### src/rtl/pattern_resp_compactor_pkg.sv
// -----------------------------------------------------------------------------
// pattern_resp_pkg
//   Shared types, default constants and the MISR next-state function for the
//   pattern response compactor.
//
//   Contents:
//     state_t         : compactor FSM states (IDLE, ACCUM, HOLD)
//     *_DEF           : default widths / polynomial / seed / window length
//     CNT_W, CHG_W    : sample counter and change counter widths
//     misr_next()     : one MISR step on vectors up to 32 bits wide
// -----------------------------------------------------------------------------
package pattern_resp_pkg;

  typedef enum logic [1:0] {
    IDLE  = 2'd0,
    ACCUM = 2'd1,
    HOLD  = 2'd2
  } state_t;

  localparam int          RESP_W_DEF     = 8;
  localparam int          SIG_W_DEF      = 16;
  localparam logic [15:0] POLY_DEF       = 16'h1021;
  localparam logic [15:0] SEED_DEF       = 16'hFFFF;
  localparam int          WINDOW_LEN_DEF = 64;

  localparam int CNT_W = 16;
  localparam int CHG_W = 8;

  // One MISR step on a w-bit signature held in the low bits of a 32-bit
  // container: shift left, fold the polynomial in when the outgoing MSB is
  // set, then XOR the zero-extended response sample. Bits above w are zero.
  function automatic logic [31:0] misr_next(
    input logic [31:0] cur,
    input logic [31:0] poly,
    input logic [31:0] data,
    input int          w
  );
    logic [31:0] mask;
    logic [31:0] nxt;
    mask = 32'hFFFF_FFFF >> (32 - w);
    nxt  = (cur << 1) & mask;
    if (((cur >> (w - 1)) & 32'd1) != 32'd0) begin
      nxt = nxt ^ (poly & mask);
    end
    nxt = nxt ^ (data & mask);
    return nxt;
  endfunction

endpackage

### src/rtl/pattern_resp_compactor_if.sv
// -----------------------------------------------------------------------------
// pattern_resp_if
//   Bundles the response input side and the signature handshake side of the
//   compactor.
//
//   Handshake: sig_valid rises with sig_data/sig_count already stable; they
//   stay stable while sig_valid=1 and sig_ready=0. A transfer happens on a
//   clock edge where sig_valid && sig_ready. sig_valid never drops without a
//   transfer except on reset. resp_vec is consumed on any edge where
//   resp_valid=1 (no backpressure toward the netlist).
//
//   Signals:
//     start        : begin / restart a window
//     resp_vec     : response sample
//     resp_valid   : resp_vec valid this cycle
//     sig_data     : captured signature
//     sig_count    : samples absorbed into sig_data
//     sig_valid    : signature available
//     sig_ready    : collector accepts signature
//     busy         : window in progress
//     resp_dropped : sticky, sample arrived while not accumulating
//
//   Modports: master = stimulus / collector side, slave = compactor.
// -----------------------------------------------------------------------------
interface pattern_resp_if #(
  parameter int RESP_W = pattern_resp_pkg::RESP_W_DEF,
  parameter int SIG_W  = pattern_resp_pkg::SIG_W_DEF
);

  logic                               start;
  logic [RESP_W-1:0]                  resp_vec;
  logic                               resp_valid;
  logic [SIG_W-1:0]                   sig_data;
  logic [pattern_resp_pkg::CNT_W-1:0] sig_count;
  logic                               sig_valid;
  logic                               sig_ready;
  logic                               busy;
  logic                               resp_dropped;

  modport master (
    output start, resp_vec, resp_valid, sig_ready,
    input  sig_data, sig_count, sig_valid, busy, resp_dropped
  );

  modport slave (
    input  start, resp_vec, resp_valid, sig_ready,
    output sig_data, sig_count, sig_valid, busy, resp_dropped
  );

endinterface

### src/rtl/pattern_resp_compactor_misr.sv
// -----------------------------------------------------------------------------
// pattern_resp_misr
//   Signature register plus single-step MISR update.
//
//   Ports:
//     clk         : clock, rising edge
//     rst         : synchronous active-high reset (register -> SEED)
//     i_load_seed : reload SEED (wins over i_step)
//     i_step      : absorb i_data this cycle
//     i_data      : response sample, zero-extended into the signature
//     o_value     : current signature
//     o_next      : signature after absorbing i_data (lookahead for capture)
// -----------------------------------------------------------------------------
module pattern_resp_misr
  import pattern_resp_pkg::*;
#(
  parameter int               RESP_W = RESP_W_DEF,
  parameter int               SIG_W  = SIG_W_DEF,
  parameter logic [SIG_W-1:0] POLY   = SIG_W'(POLY_DEF),
  parameter logic [SIG_W-1:0] SEED   = SIG_W'(SEED_DEF)
) (
  input  logic              clk,
  input  logic              rst,
  input  logic              i_load_seed,
  input  logic              i_step,
  input  logic [RESP_W-1:0] i_data,
  output logic [SIG_W-1:0]  o_value,
  output logic [SIG_W-1:0]  o_next
);

  logic [SIG_W-1:0] r_misr;
  logic [31:0]      w_next32;

  assign w_next32 = misr_next(32'(r_misr), 32'(POLY), 32'(i_data), SIG_W);
  assign o_next   = w_next32[SIG_W-1:0];
  assign o_value  = r_misr;

  if (SIG_W < 32) begin : g_hi
    logic w_unused_hi;
    assign w_unused_hi = ^w_next32[31:SIG_W];
  end

  always_ff @(posedge clk) begin
    if (rst) begin
      r_misr <= SEED;
    end else if (i_load_seed) begin
      r_misr <= SEED;
    end else if (i_step) begin
      r_misr <= o_next;
    end
  end

endmodule

### src/rtl/pattern_resp_compactor.sv
// -----------------------------------------------------------------------------
// pattern_resp_compactor
//   Compacts a window of WINDOW_LEN response samples into a MISR signature and
//   offers it to the collector with a valid/ready handshake.
//
//   Ports:
//     blif_clk_net   : clock, rising edge
//     blif_reset_net : synchronous active-high reset, overrides all inputs
//     bus            : pattern_resp_if.slave (start, resp_vec, resp_valid,
//                      sig_data, sig_count, sig_valid, sig_ready, busy,
//                      resp_dropped)
//     o_state        : FSM state, for observation
//     o_misr         : running signature, for observation
//     chg_cnt        : (RESP_CHG_CNT_EN only) count of absorbed samples that
//                      differ from the previous one, saturating at 255
//
//   Build option: define RESP_CHG_CNT_EN to add the chg_cnt output and its
//   counter; otherwise that port and logic are absent.
// -----------------------------------------------------------------------------
module pattern_resp_compactor
  import pattern_resp_pkg::*;
#(
  parameter int               RESP_W     = RESP_W_DEF,
  parameter int               SIG_W      = SIG_W_DEF,
  parameter logic [SIG_W-1:0] POLY       = SIG_W'(POLY_DEF),
  parameter logic [SIG_W-1:0] SEED       = SIG_W'(SEED_DEF),
  parameter int               WINDOW_LEN = WINDOW_LEN_DEF
) (
  input  logic             blif_clk_net,
  input  logic             blif_reset_net,
  pattern_resp_if.slave    bus,
  output state_t           o_state,
  output logic [SIG_W-1:0] o_misr
`ifdef RESP_CHG_CNT_EN
  ,
  output logic [CHG_W-1:0] chg_cnt
`endif
);

  localparam logic [CNT_W-1:0] LAST_IDX = CNT_W'(WINDOW_LEN - 1);
  localparam logic [CNT_W-1:0] WIN_CNT  = CNT_W'(WINDOW_LEN);

  state_t           r_state;
  state_t           w_state_nxt;
  logic [CNT_W-1:0] r_cnt;
  logic [CNT_W-1:0] w_cnt_nxt;
  logic             w_load_seed;
  logic             w_step;
  logic             w_capture;
  logic [SIG_W-1:0] w_misr_next;
  logic [SIG_W-1:0] r_sig_data;
  logic [CNT_W-1:0] r_sig_count;
  logic             r_resp_dropped;

  pattern_resp_misr #(
    .RESP_W (RESP_W),
    .SIG_W  (SIG_W),
    .POLY   (POLY),
    .SEED   (SEED)
  ) u_misr (
    .clk         (blif_clk_net),
    .rst         (blif_reset_net),
    .i_load_seed (w_load_seed),
    .i_step      (w_step),
    .i_data      (bus.resp_vec),
    .o_value     (o_misr),
    .o_next      (w_misr_next)
  );

  // Next-state logic. start always reseeds (entering or restarting a window)
  // and takes priority over a coincident sample, which is discarded.
  always_comb begin
    w_state_nxt = r_state;
    w_cnt_nxt   = r_cnt;
    w_load_seed = 1'b0;
    w_step      = 1'b0;
    w_capture   = 1'b0;
    case (r_state)
      IDLE: begin
        if (bus.start) begin
          w_state_nxt = ACCUM;
          w_load_seed = 1'b1;
          w_cnt_nxt   = '0;
        end
      end
      ACCUM: begin
        if (bus.start) begin
          w_load_seed = 1'b1;
          w_cnt_nxt   = '0;
        end else if (bus.resp_valid) begin
          w_step    = 1'b1;
          w_cnt_nxt = r_cnt + CNT_W'(1);
          if (r_cnt == LAST_IDX) begin
            w_capture   = 1'b1;
            w_state_nxt = HOLD;
          end
        end
      end
      HOLD: begin
        // start without sig_ready is ignored so the held signature survives.
        if (bus.sig_ready) begin
          if (bus.start) begin
            w_state_nxt = ACCUM;
            w_load_seed = 1'b1;
            w_cnt_nxt   = '0;
          end else begin
            w_state_nxt = IDLE;
          end
        end
      end
      default: begin
        w_state_nxt = IDLE;
      end
    endcase
  end

  always_ff @(posedge blif_clk_net) begin
    if (blif_reset_net) begin
      r_state        <= IDLE;
      r_cnt          <= '0;
      r_sig_data     <= '0;
      r_sig_count    <= '0;
      r_resp_dropped <= 1'b0;
    end else begin
      r_state <= w_state_nxt;
      r_cnt   <= w_cnt_nxt;
      if (w_capture) begin
        r_sig_data  <= w_misr_next;
        r_sig_count <= WIN_CNT;
      end
      if (bus.resp_valid && (r_state != ACCUM)) begin
        r_resp_dropped <= 1'b1;
      end
    end
  end

  assign bus.sig_data     = r_sig_data;
  assign bus.sig_count    = r_sig_count;
  assign bus.sig_valid    = (r_state == HOLD);
  assign bus.busy         = (r_state == ACCUM);
  assign bus.resp_dropped = r_resp_dropped;
  assign o_state          = r_state;

`ifdef RESP_CHG_CNT_EN
  logic [RESP_W-1:0] r_prev_resp;
  logic [CHG_W-1:0]  r_chg_run;
  logic [CHG_W-1:0]  r_chg_cnt;
  logic [CHG_W-1:0]  w_chg_run_nxt;

  // r_prev_resp starts each window at 0, so the first sample counts as a
  // change whenever it is non-zero.
  always_comb begin
    w_chg_run_nxt = r_chg_run;
    if ((bus.resp_vec != r_prev_resp) && (r_chg_run != {CHG_W{1'b1}})) begin
      w_chg_run_nxt = r_chg_run + CHG_W'(1);
    end
  end

  always_ff @(posedge blif_clk_net) begin
    if (blif_reset_net) begin
      r_prev_resp <= '0;
      r_chg_run   <= '0;
      r_chg_cnt   <= '0;
    end else if (w_load_seed) begin
      r_prev_resp <= '0;
      r_chg_run   <= '0;
      r_chg_cnt   <= '0;
    end else if (w_step) begin
      r_prev_resp <= bus.resp_vec;
      r_chg_run   <= w_chg_run_nxt;
      if (w_capture) begin
        r_chg_cnt <= w_chg_run_nxt;
      end
    end
  end

  assign chg_cnt = r_chg_cnt;
`endif

endmodule
### src/flat_wrapper.sv
// flat-port wrapper written by rule: the top's interface ports become plain ports
module pattern_resp_compactor_flat import pattern_resp_pkg::*;
#(
  parameter int               RESP_W     = RESP_W_DEF,
  parameter int               SIG_W      = SIG_W_DEF,
  parameter logic [SIG_W-1:0] POLY       = SIG_W'(POLY_DEF),
  parameter logic [SIG_W-1:0] SEED       = SIG_W'(SEED_DEF),
  parameter int               WINDOW_LEN = WINDOW_LEN_DEF
)
  (blif_clk_net, blif_reset_net, o_state, o_misr, bus_start, bus_resp_vec, bus_resp_valid, bus_sig_ready, bus_sig_data, bus_sig_count, bus_sig_valid, bus_busy, bus_resp_dropped);
  pattern_resp_if #(.RESP_W(RESP_W), .SIG_W(SIG_W)) bus_i ();
  input  logic blif_clk_net;
  input  logic blif_reset_net;
  output state_t o_state;
  output logic [SIG_W-1:0] o_misr;
  input wire logic [$bits(bus_i.start)-1:0] bus_start;
  input wire logic [$bits(bus_i.resp_vec)-1:0] bus_resp_vec;
  input wire logic [$bits(bus_i.resp_valid)-1:0] bus_resp_valid;
  input wire logic [$bits(bus_i.sig_ready)-1:0] bus_sig_ready;
  output wire logic [$bits(bus_i.sig_data)-1:0] bus_sig_data;
  output wire logic [$bits(bus_i.sig_count)-1:0] bus_sig_count;
  output wire logic [$bits(bus_i.sig_valid)-1:0] bus_sig_valid;
  output wire logic [$bits(bus_i.busy)-1:0] bus_busy;
  output wire logic [$bits(bus_i.resp_dropped)-1:0] bus_resp_dropped;
  assign bus_i.start = bus_start;
  assign bus_i.resp_vec = bus_resp_vec;
  assign bus_i.resp_valid = bus_resp_valid;
  assign bus_i.sig_ready = bus_sig_ready;
  assign bus_sig_data = bus_i.sig_data;
  assign bus_sig_count = bus_i.sig_count;
  assign bus_sig_valid = bus_i.sig_valid;
  assign bus_busy = bus_i.busy;
  assign bus_resp_dropped = bus_i.resp_dropped;
  pattern_resp_compactor #(.RESP_W(RESP_W), .SIG_W(SIG_W), .POLY(POLY), .SEED(SEED), .WINDOW_LEN(WINDOW_LEN)) u_core (.blif_clk_net(blif_clk_net), .blif_reset_net(blif_reset_net), .bus(bus_i), .o_state(o_state), .o_misr(o_misr));
endmodule
### config.mk
export PLATFORM = sky130hd
export DESIGN_NAME = pattern_resp_compactor_flat
export DESIGN_NICKNAME = d
export VERILOG_FILES = /design/src/rtl/pattern_resp_compactor_pkg.sv /design/src/rtl/pattern_resp_compactor_if.sv /design/src/rtl/pattern_resp_compactor_misr.sv /design/src/rtl/pattern_resp_compactor.sv /design/src/flat_wrapper.sv
export SDC_FILE = /design/constraint.sdc
export NUM_CORES = 1
export LEC_CHECK = 0
export ABC_AREA = 0
export CORE_MARGIN = 5
export CORE_UTILIZATION = 25
export DETAILED_ROUTE_END_ITERATION = 6
export PLACE_DENSITY = 0.44
export SLEW_MARGIN = 20
export SYNTH_ARGS = -nofsm -noshare
export SYNTH_HDL_FRONTEND = slang
export SYNTH_SLANG_ARGS = --single-unit
export TNS_END_PERCENT = 50
### constraint.sdc
create_clock -name blif_clk_net -period 2.25 [get_ports blif_clk_net]
set_input_delay 0.225 -clock blif_clk_net [delete_from_list [all_inputs] [get_ports blif_clk_net]]
set_output_delay 0.225 -clock blif_clk_net [all_outputs]
set_load 0.03 [all_outputs]
======== Yosys cells after proc, flatten, opt, wreduce, memory -nomap -nowiden ========
Index checks and enable logic that the tools add are counted.
storage, ports and cells
  register bits after elaboration ......... 52
  input bits .............................. 13
  output and inout bits ................... 53
  logic and storage cells ................. 49
operators by class
  add/subtract/negate cells ............... 1
  eq/ne operators ......................... 10
  muxes and demuxes ....................... 23
  bitwise gates (word level) .............. 2
  reductions and logical operators ........ 7
operator list
  operator                 count
  $mux W16                 4
  $pmux W16 S3             1
  $add A16 B1 Y16 const B  1
  $eq A16 B6 Y1 const B    1
  $xor A16 B8 Y16          1
  $mux W13                 1
  $mux W1                  10
  $mux W2                  5
  $ne A2 B2 Y1 const B     4
  $pmux W2 S3              1
  $reduce_and A5 Y1        1
  $ne A2 B1 Y1 const B     2
  $reduce_or A2 Y1         2
  $ne A3 B3 Y1 const B     1
  $not A3 Y3               1
  $reduce_and A3 Y1        1
  $reduce_bool A3 Y1       1
  $eq A2 B1 Y1 const B     1
  $eq A2 B2 Y1 const B     1
  $logic_not A2 Y1         1
  $pmux W1 S2              1
  $logic_and A1 B1 Y1      1

======== Logic depth before layout (Yosys ltp) ========
Gate-level depths: netlist of the first run.
  word-level depth ........................ 5
  depth in mapped cells ................... 7
  depth with buffers taken out ............ 5

======== Cells and area by module ========
Synthesis of the first run repeated with hierarchy kept, for this count alone.
unflattened totals
  cell total of the unflattened synthesis .. 301
  area total of the unflattened synthesis .. 2,676.3 um^2
by module, submodules not included
  module                  times used  cells an instance  area each (um^2)  seq. area each (um^2)
  pattern_resp_compactor  1           230                1,915.6           720.7
  pattern_resp_misr       1           71                 760.7             320.3

======== Worst setup path after synthesis of the first run ========
No wires, ideal clock.
  path kind ............................... reg-to-reg
  from .................................... reg u_core.r_state[0], in the netlist u_core.o_state[0]
  to ...................................... reg u_core.r_sig_data[5], in the netlist u_core.bus.sig_data[5]
  setup time .............................. 116 ps
  data arrival time ....................... 1,689 ps
  data required time ...................... 2,134 ps
  setup slack ............................. 445 ps
  stages on the path, launching flop included .. 7
  buffers on the path ..................... 2
  period minus slack after synthesis ...... 1,805 ps
  cells stage by stage .................... dfxtp_1 nor3b_1 and2_1 clkbuf_1 buf_2 a21oi_1 a31o_2
between the ends
  cells in the longest elaborated chain, start to end .. 2
ends and longest elaborated chain
  item                    line                           RTL
  start, declared         pattern_resp_compactor.sv:43   state_t r_state;
  start signal, assigned  pattern_resp_compactor.sv:125  r_state <= w_state_nxt;
  $eq A2 B1 Y1            pattern_resp_compactor.sv:78   case (r_state)
  $mux W1                 pattern_resp_compactor.sv:78
  end signal, assigned    pattern_resp_compactor.sv:128  r_sig_data <= w_misr_next;
  end, declared           pattern_resp_compactor.sv:51   logic [SIG_W-1:0] r_sig_data;
No other way between the ends.
A chain may end at the register's enable or synchronous reset.

======== Worst setup path after layout of the first run ========
  from .................................... reg u_core.r_state[1], in the netlist u_core.o_state[1]
  to ...................................... out bus_sig_valid
between the ends
  cells in the longest elaborated chain, start to end .. 1
ends and longest elaborated chain
  item           line                           RTL
  $eq A2 B2 Y1   pattern_resp_compactor.sv:139  assign bus.sig_valid = (r_state == HOLD);
  end, declared  flat_wrapper.sv:22             output wire logic [$bits(bus_i.sig_valid)-1:0] bus_sig_valid;
No other way between the ends.

==> results of run 1 <==
[tightest hold or removal path, stage by stage (launching register included)]
cell and delay, ns:
dfxtp_1 0.32, o31ai_1 0.06, a21oi_1 0.05
[synth_stat cells, types with 4 or more instances]
library cell	n	area [um2]
a211oi_1	9	67.6
a21oi_1	20	100
a31oi_1	13	81.3
and3_1	4	25.0
buf_2	9	45.0
buf_4	23	173
clkbuf_1	16	60.1
dfxtp_1	52	1040
nand2_1	35	131
nand3_1	15	75.1
nand4_1	8	50.1
nor2_1	11	41.3
nor4_1	4	25.0
o211ai_1	15	113
o21ai_0	5	25.0
o31ai_1	10	75.1
or4_1	6	45.0
xnor2_1	10	87.6
[power breakdown]
group          switching, mW  internal [mW]
sequential            0.0113          0.929
combinational          0.128         0.0740
clock                  0.328          0.337
total                  0.468           1.34
[final cells by class]
type / count / area (um2)
inverters: 2 / 7.51
multi-input cells: 218 / 1300
repair buffers: 65 / 613
fillers: 1110 / 6940
clock inverters: 2 / 38.8
well taps: 136 / 170
clock buffers: 6 / 72.6
flip-flops and latches: 52 / 1040
[worst min-delay path by stage]
stage,start,end,slack (ns)
2_1_floorplan,bus_resp_valid,u_core.bus.resp_dropped,0.37
6_report,u_core.bus.sig_data[8],u_core.bus.sig_data[8],0.47
3_5_place_dp,u_core.bus.sig_data[8],u_core.bus.sig_data[8],0.46
3_3_place_gp,u_core.bus.sig_data[10],u_core.bus.sig_data[10],0.46
5_1_grt,u_core.bus.sig_data[15],u_core.bus.sig_data[15],0.49
4_1_cts,u_core.bus.sig_data[8],u_core.bus.sig_data[8],0.47
[cells by family after synthesis]
logic type	synth area share, %
adder cells (fa/ha/maj)	0.486
buffers and inverters	11.1
flip-flops	40.4
AND/OR/NAND/NOR	22.5
other	0.146
XOR/XNOR	3.74
AO/OA/AOI/OAI	21.7
[stage by stage]
step / instance area, um2 / std cells / utilization [%]
global route: 3250 / 481 / 31.9
CTS: 3250 / 481 / 31.9
finish: 3250 / 481 / 31.9
detailed placement: 3130 / 473 / 30.8
floorplan: 2630 / 320 / -
global placement: 3130 / 473 / 30.8
[routing by layer]
layer	track usage (%)	vias up	routed length (um)
met4	3.97	0	94
met2	17.5	57	3090
met5	0	-	0
met1	15.2	1078	3470
li1	-	1170	-
met3	2.77	5	346
[sequential cells by signal (all words and copies together) (netlist names)]
signal / cells
u_core.u_misr.o_value: 16
u_core.bus.sig_count: 1
u_core.bus.sig_data: 16
u_core.o_state: 2
u_core.bus.resp_dropped: 1
u_core.r_cnt: 16
==> impl_metrics.toml, run 1 <==
[global_route]
grt_pass1_vias = 2285
antenna_found_initial = 0
grt_pass1_wl_um = 11600
grt_usage_pct = 11.3
grt_max_degree = 32
grt-ovfl-total = 0

[floorplan]
io_pins = 66
row_count = 37
dieArea_um2 = 12400
core_area_um2 = 10200
die_w_um = 112
initial_core_util_pct = 25.3
die-height_um = 112

[route]
totalWireLength_um = 7000
drc_errors = 0
vias_per_cell = 4.80
drt_iter0_markers = 88
ant_nets = 0
firstDrtPassIters = 6
wire_per_inst_um = 14.5
vias = 2310

[setup_path]
crit_chain = "inv_1 > nor2_1 > clkdlybuf4s50_1"
r2r_cells = 5
worst_setup_path_start_kind = "flop"
reg2reg_from = "u_core.r_cnt[0]"
cp_max_fo = 9
rrSetupSlack_ns = 0.30
cp.arrival_ns = 1.74
path_delay_family = "buffers and inverters"
slowest_delay_ns = 0.68
path_class = "flop to primary output"
r2r-end = "u_core.r_cnt[10]"
path_depth = 3
cp_num_buf_inv = 2
end_kind = "primary output"
startpoint = "u_core.o_state[1]"
endpoint = "bus_sig_valid"
slowest_stage = "clkdlybuf4s50_1"
worstPathRequired_ns = 2.03

[sta]
skew_ns = 0.00759
setup_viol = 0
tightest_slew_ns = 0.531
hold_slack_ns = 0.467
slew_violations = 0
slew_headroom_pct = 64.5
max_freq_mhz = 509
setup_tns_ns = 0
post-route-period-util_pct = 87.3
finalHoldViolCount = 0
rsz0062_at_grt = "false"
setup_slack_ns = 0.286
finalCriticalPeriod_ns = 1.96

[synth]
synth-seq-cells = 52
synth_area_um2 = 2580
synth_edf_count = 0
yosysWarnings = 0
async_flop_share_pct = 0
synthCells = 306
seq_area_frac_synth_pct = 40.4
avgSynthCellArea_um2 = 8.42
yosysUniqueCellTypes = 45
ys.flop_type = "dfxtp_1"

[cells_and_area]
layout.nets = 358
final_common_cell = "dfxtp_1"
layout_common_cells = "52 x dfxtp_1, 50 x clkdlybuf4s50_1, 35 x nand2_1, 20 x a21oi_1"
drive_gt1_share_pct = 8.70
diodes = 0
syn2layout_area_growth_pct = 26.0

[clock_network]
cts_root_buffer = "clkbuf_8"
cts_setup_buffers = 0
cts_inserted_buffers = 5
clk_pin_slew_ns = 0.09
cts_resized = 0
clock_sinks = 52
clk_path_buf_depth = 2
cts_tree = "yes"
htreeDepth = 2
cts_hold_buffers = 0
clk_latency_ns = 0.31

[power_and_ir_drop]
powerDensity_nw_per_um2 = 557
irDropWorstVdd_mv = 0.211
power.total_mw = 1.81
p_leak_nw = 1.17

[status]
status = "completed"

[placement]
detailedPlace.worstSlack_ns = 0.191
place_congestion = 0.750
dpl.hpwl_um = 5090
portBuffers = 50

[job]
cap_viol_max_count = 0

[hold_path]
holdPathStages = 2
hp-class = "flop to flop"
Power figures use the tool's default switching activity.
==> inputs of run 2 (changes only) <==
--- a/config.mk
+++ b/config.mk
@@ -9,7 +9,7 @@
 export CORE_MARGIN = 5
 export CORE_UTILIZATION = 25
 export DETAILED_ROUTE_END_ITERATION = 6
-export PLACE_DENSITY = 0.44
+export PLACE_DENSITY = 0.46
 export SLEW_MARGIN = 20
 export SYNTH_ARGS = -nofsm -noshare
 export SYNTH_HDL_FRONTEND = slang
==> run 2 against run 1 <==
  * Sequential power is essentially flat
  * Critical path depth grew 2
  * Combinational power is essentially flat
  * Global-route usage shrank 0.34 points
  * Design area shrank 0.39%
  * Register-to-register slack lost 0.06 ns
  * Critical path type is now flop to flop
==> impl_metrics.toml, run 2 (synthesis results as in run 1) <==
[sta]
max_freq_mhz = 498
slew_violations = 0
hold_slack_ns = 0.473
setup_viol = 0
post-route-period-util_pct = 89.2
setup_tns_ns = 0
finalCriticalPeriod_ns = 2.01
rsz0062_at_grt = "false"
finalHoldViolCount = 0
skew_ns = 0.00738
setup_slack_ns = 0.243

[route]
drt_iter0_markers = 187
dr_wl_met3_um = 352
ant_nets = 0
wl_met1_um = 3270
totalWireLength_um = 7080
vias = 2321
vias_per_cell = 4.85
top_layer = "met4"
drc_errors = 0
wire_per_inst_um = 14.8
routed-wl-met2_um = 3380
firstDrtPassIters = 4

[cells_and_area]
diodes = 0
layout_common_cells = "52 x dfxtp_1, 50 x clkdlybuf4s50_1, 35 x nand2_1, 20 x a21oi_1"
layout.nets = 356
n_fill_cell = 1089
drive_gt1_share_pct = 8.16
final_common_cell = "dfxtp_1"
syn2layout_area_growth_pct = 25.5
finalCoreUtilization_pct = 31.7
seq_area_um2 = 1040
multi_input_area_um2 = 1300

[setup_path]
worstPathRequired_ns = 2.49
r2r_cells = 5
cp_max_fo = 5
crit_chain = "ha_1 > and3_1 > nand3_1 > or4b_2 > a21oi_1"
reg2reg_from = "u_core.r_cnt[0]"
rrSetupSlack_ns = 0.24
cp.arrival_ns = 2.25
slowest_delay_ns = 0.64
r2r-end = "u_core.r_cnt[10]"
path_class = "flop to flop"
worst_setup_path_start_kind = "flop"
end_kind = "flop"
slowest_stage = "or4b_2"

[hold_path]
holdCritStartpoint = "u_core.bus.sig_data[13]"
hp-class = "flop to flop"
min_to = "u_core.bus.sig_data[13]"
holdPathStages = 2

[clock_network]
cts_setup_buffers = 0
clk_pin_slew_ns = 0.10
cts_inserted_buffers = 5
clk_latency_ns = 0.30
cts_tree = "yes"
cts_hold_buffers = 0
clock_sinks = 52
cts_root_buffer = "clkbuf_8"
clk_path_buf_depth = 2
htreeDepth = 2
cts_resized = 0

[floorplan]
initial_core_util_pct = 25.3
die_w_um = 112
dieArea_um2 = 12400
core_area_um2 = 10200
row_count = 37
io_pins = 66
die-height_um = 112

[status]
status = "completed"

[placement]
detailedPlace.worstSlack_ns = 0.183
place_congestion = 0.825
portBuffers = 50
dpl.hpwl_um = 4980

[global_route]
grt_pass1_vias = 2188
grt_max_degree = 29
grt-ovfl-total = 0
grt_pass1_wl_um = 11400
grt_usage_pct = 10.9
antenna_found_initial = 0

[job]
cap_viol_max_count = 0

[power_and_ir_drop]
irDropWorstVdd_mv = 0.257
p_leak_nw = 1.15
powerDensity_nw_per_um2 = 523
-- run 2: final cells by class --
class                   count  area share (%)
well taps                 136            5.26
clock inverters             2           0.503
multi-input cells         218            40.3
flip-flops and latches     52            32.2
clock buffers               6            2.24
repair buffers             63            19.3
inverters                   2           0.232
-- run 2: how the worst max path moves through the flow --
stage,end,slack [ns],start,cells past startpoint
global route,u_core.r_cnt[10],0.08,u_core.r_cnt[0],5
finish,u_core.r_cnt[10],0.24,u_core.r_cnt[0],5
global placement,u_core.r_cnt[10],0.21,bus_resp_valid,4
CTS,u_core.r_cnt[10],0.24,u_core.r_cnt[0],5
detailed placement,u_core.r_cnt[10],0.18,bus_resp_valid,4
floorplan,u_core.bus.sig_data[5],0.44,u_core.o_state[0],6
-- run 2: metrics by stage --
stage               power (mW)  cell area [um2]  std cells
global route              1.77             3230        479
detailed placement        1.17             3140        471
finish                    1.69             3230        479
CTS                       1.72             3230        479
global placement          1.17             3140        471
floorplan                 1.11             2630        320
-- run 2: critical path, delay by kind of cell (launching register included) --
kind | cells | cell delay, ns
AND/OR/NAND/NOR | 3 | 1.12
flip-flops | 1 | 0.43
adder cells (fa/ha/maj) | 1 | 0.24
AO/OA/AOI/OAI | 1 | 0.16
-- run 2: layer usage --
layer  vias to the layer above  GRT usage [%]
li1                       1154              -
met1                      1103           14.7
met2                        58           17.6
met3                         6           2.61
met4                         0           2.84
met5                         -              0
-- run 2: power breakdown --
part	internal, mW	switching (mW)	leakage (nW)
clock network	0.222	0.322	0.0414
logic	0.0760	0.129	0.686
registers	0.929	0.0118	0.421
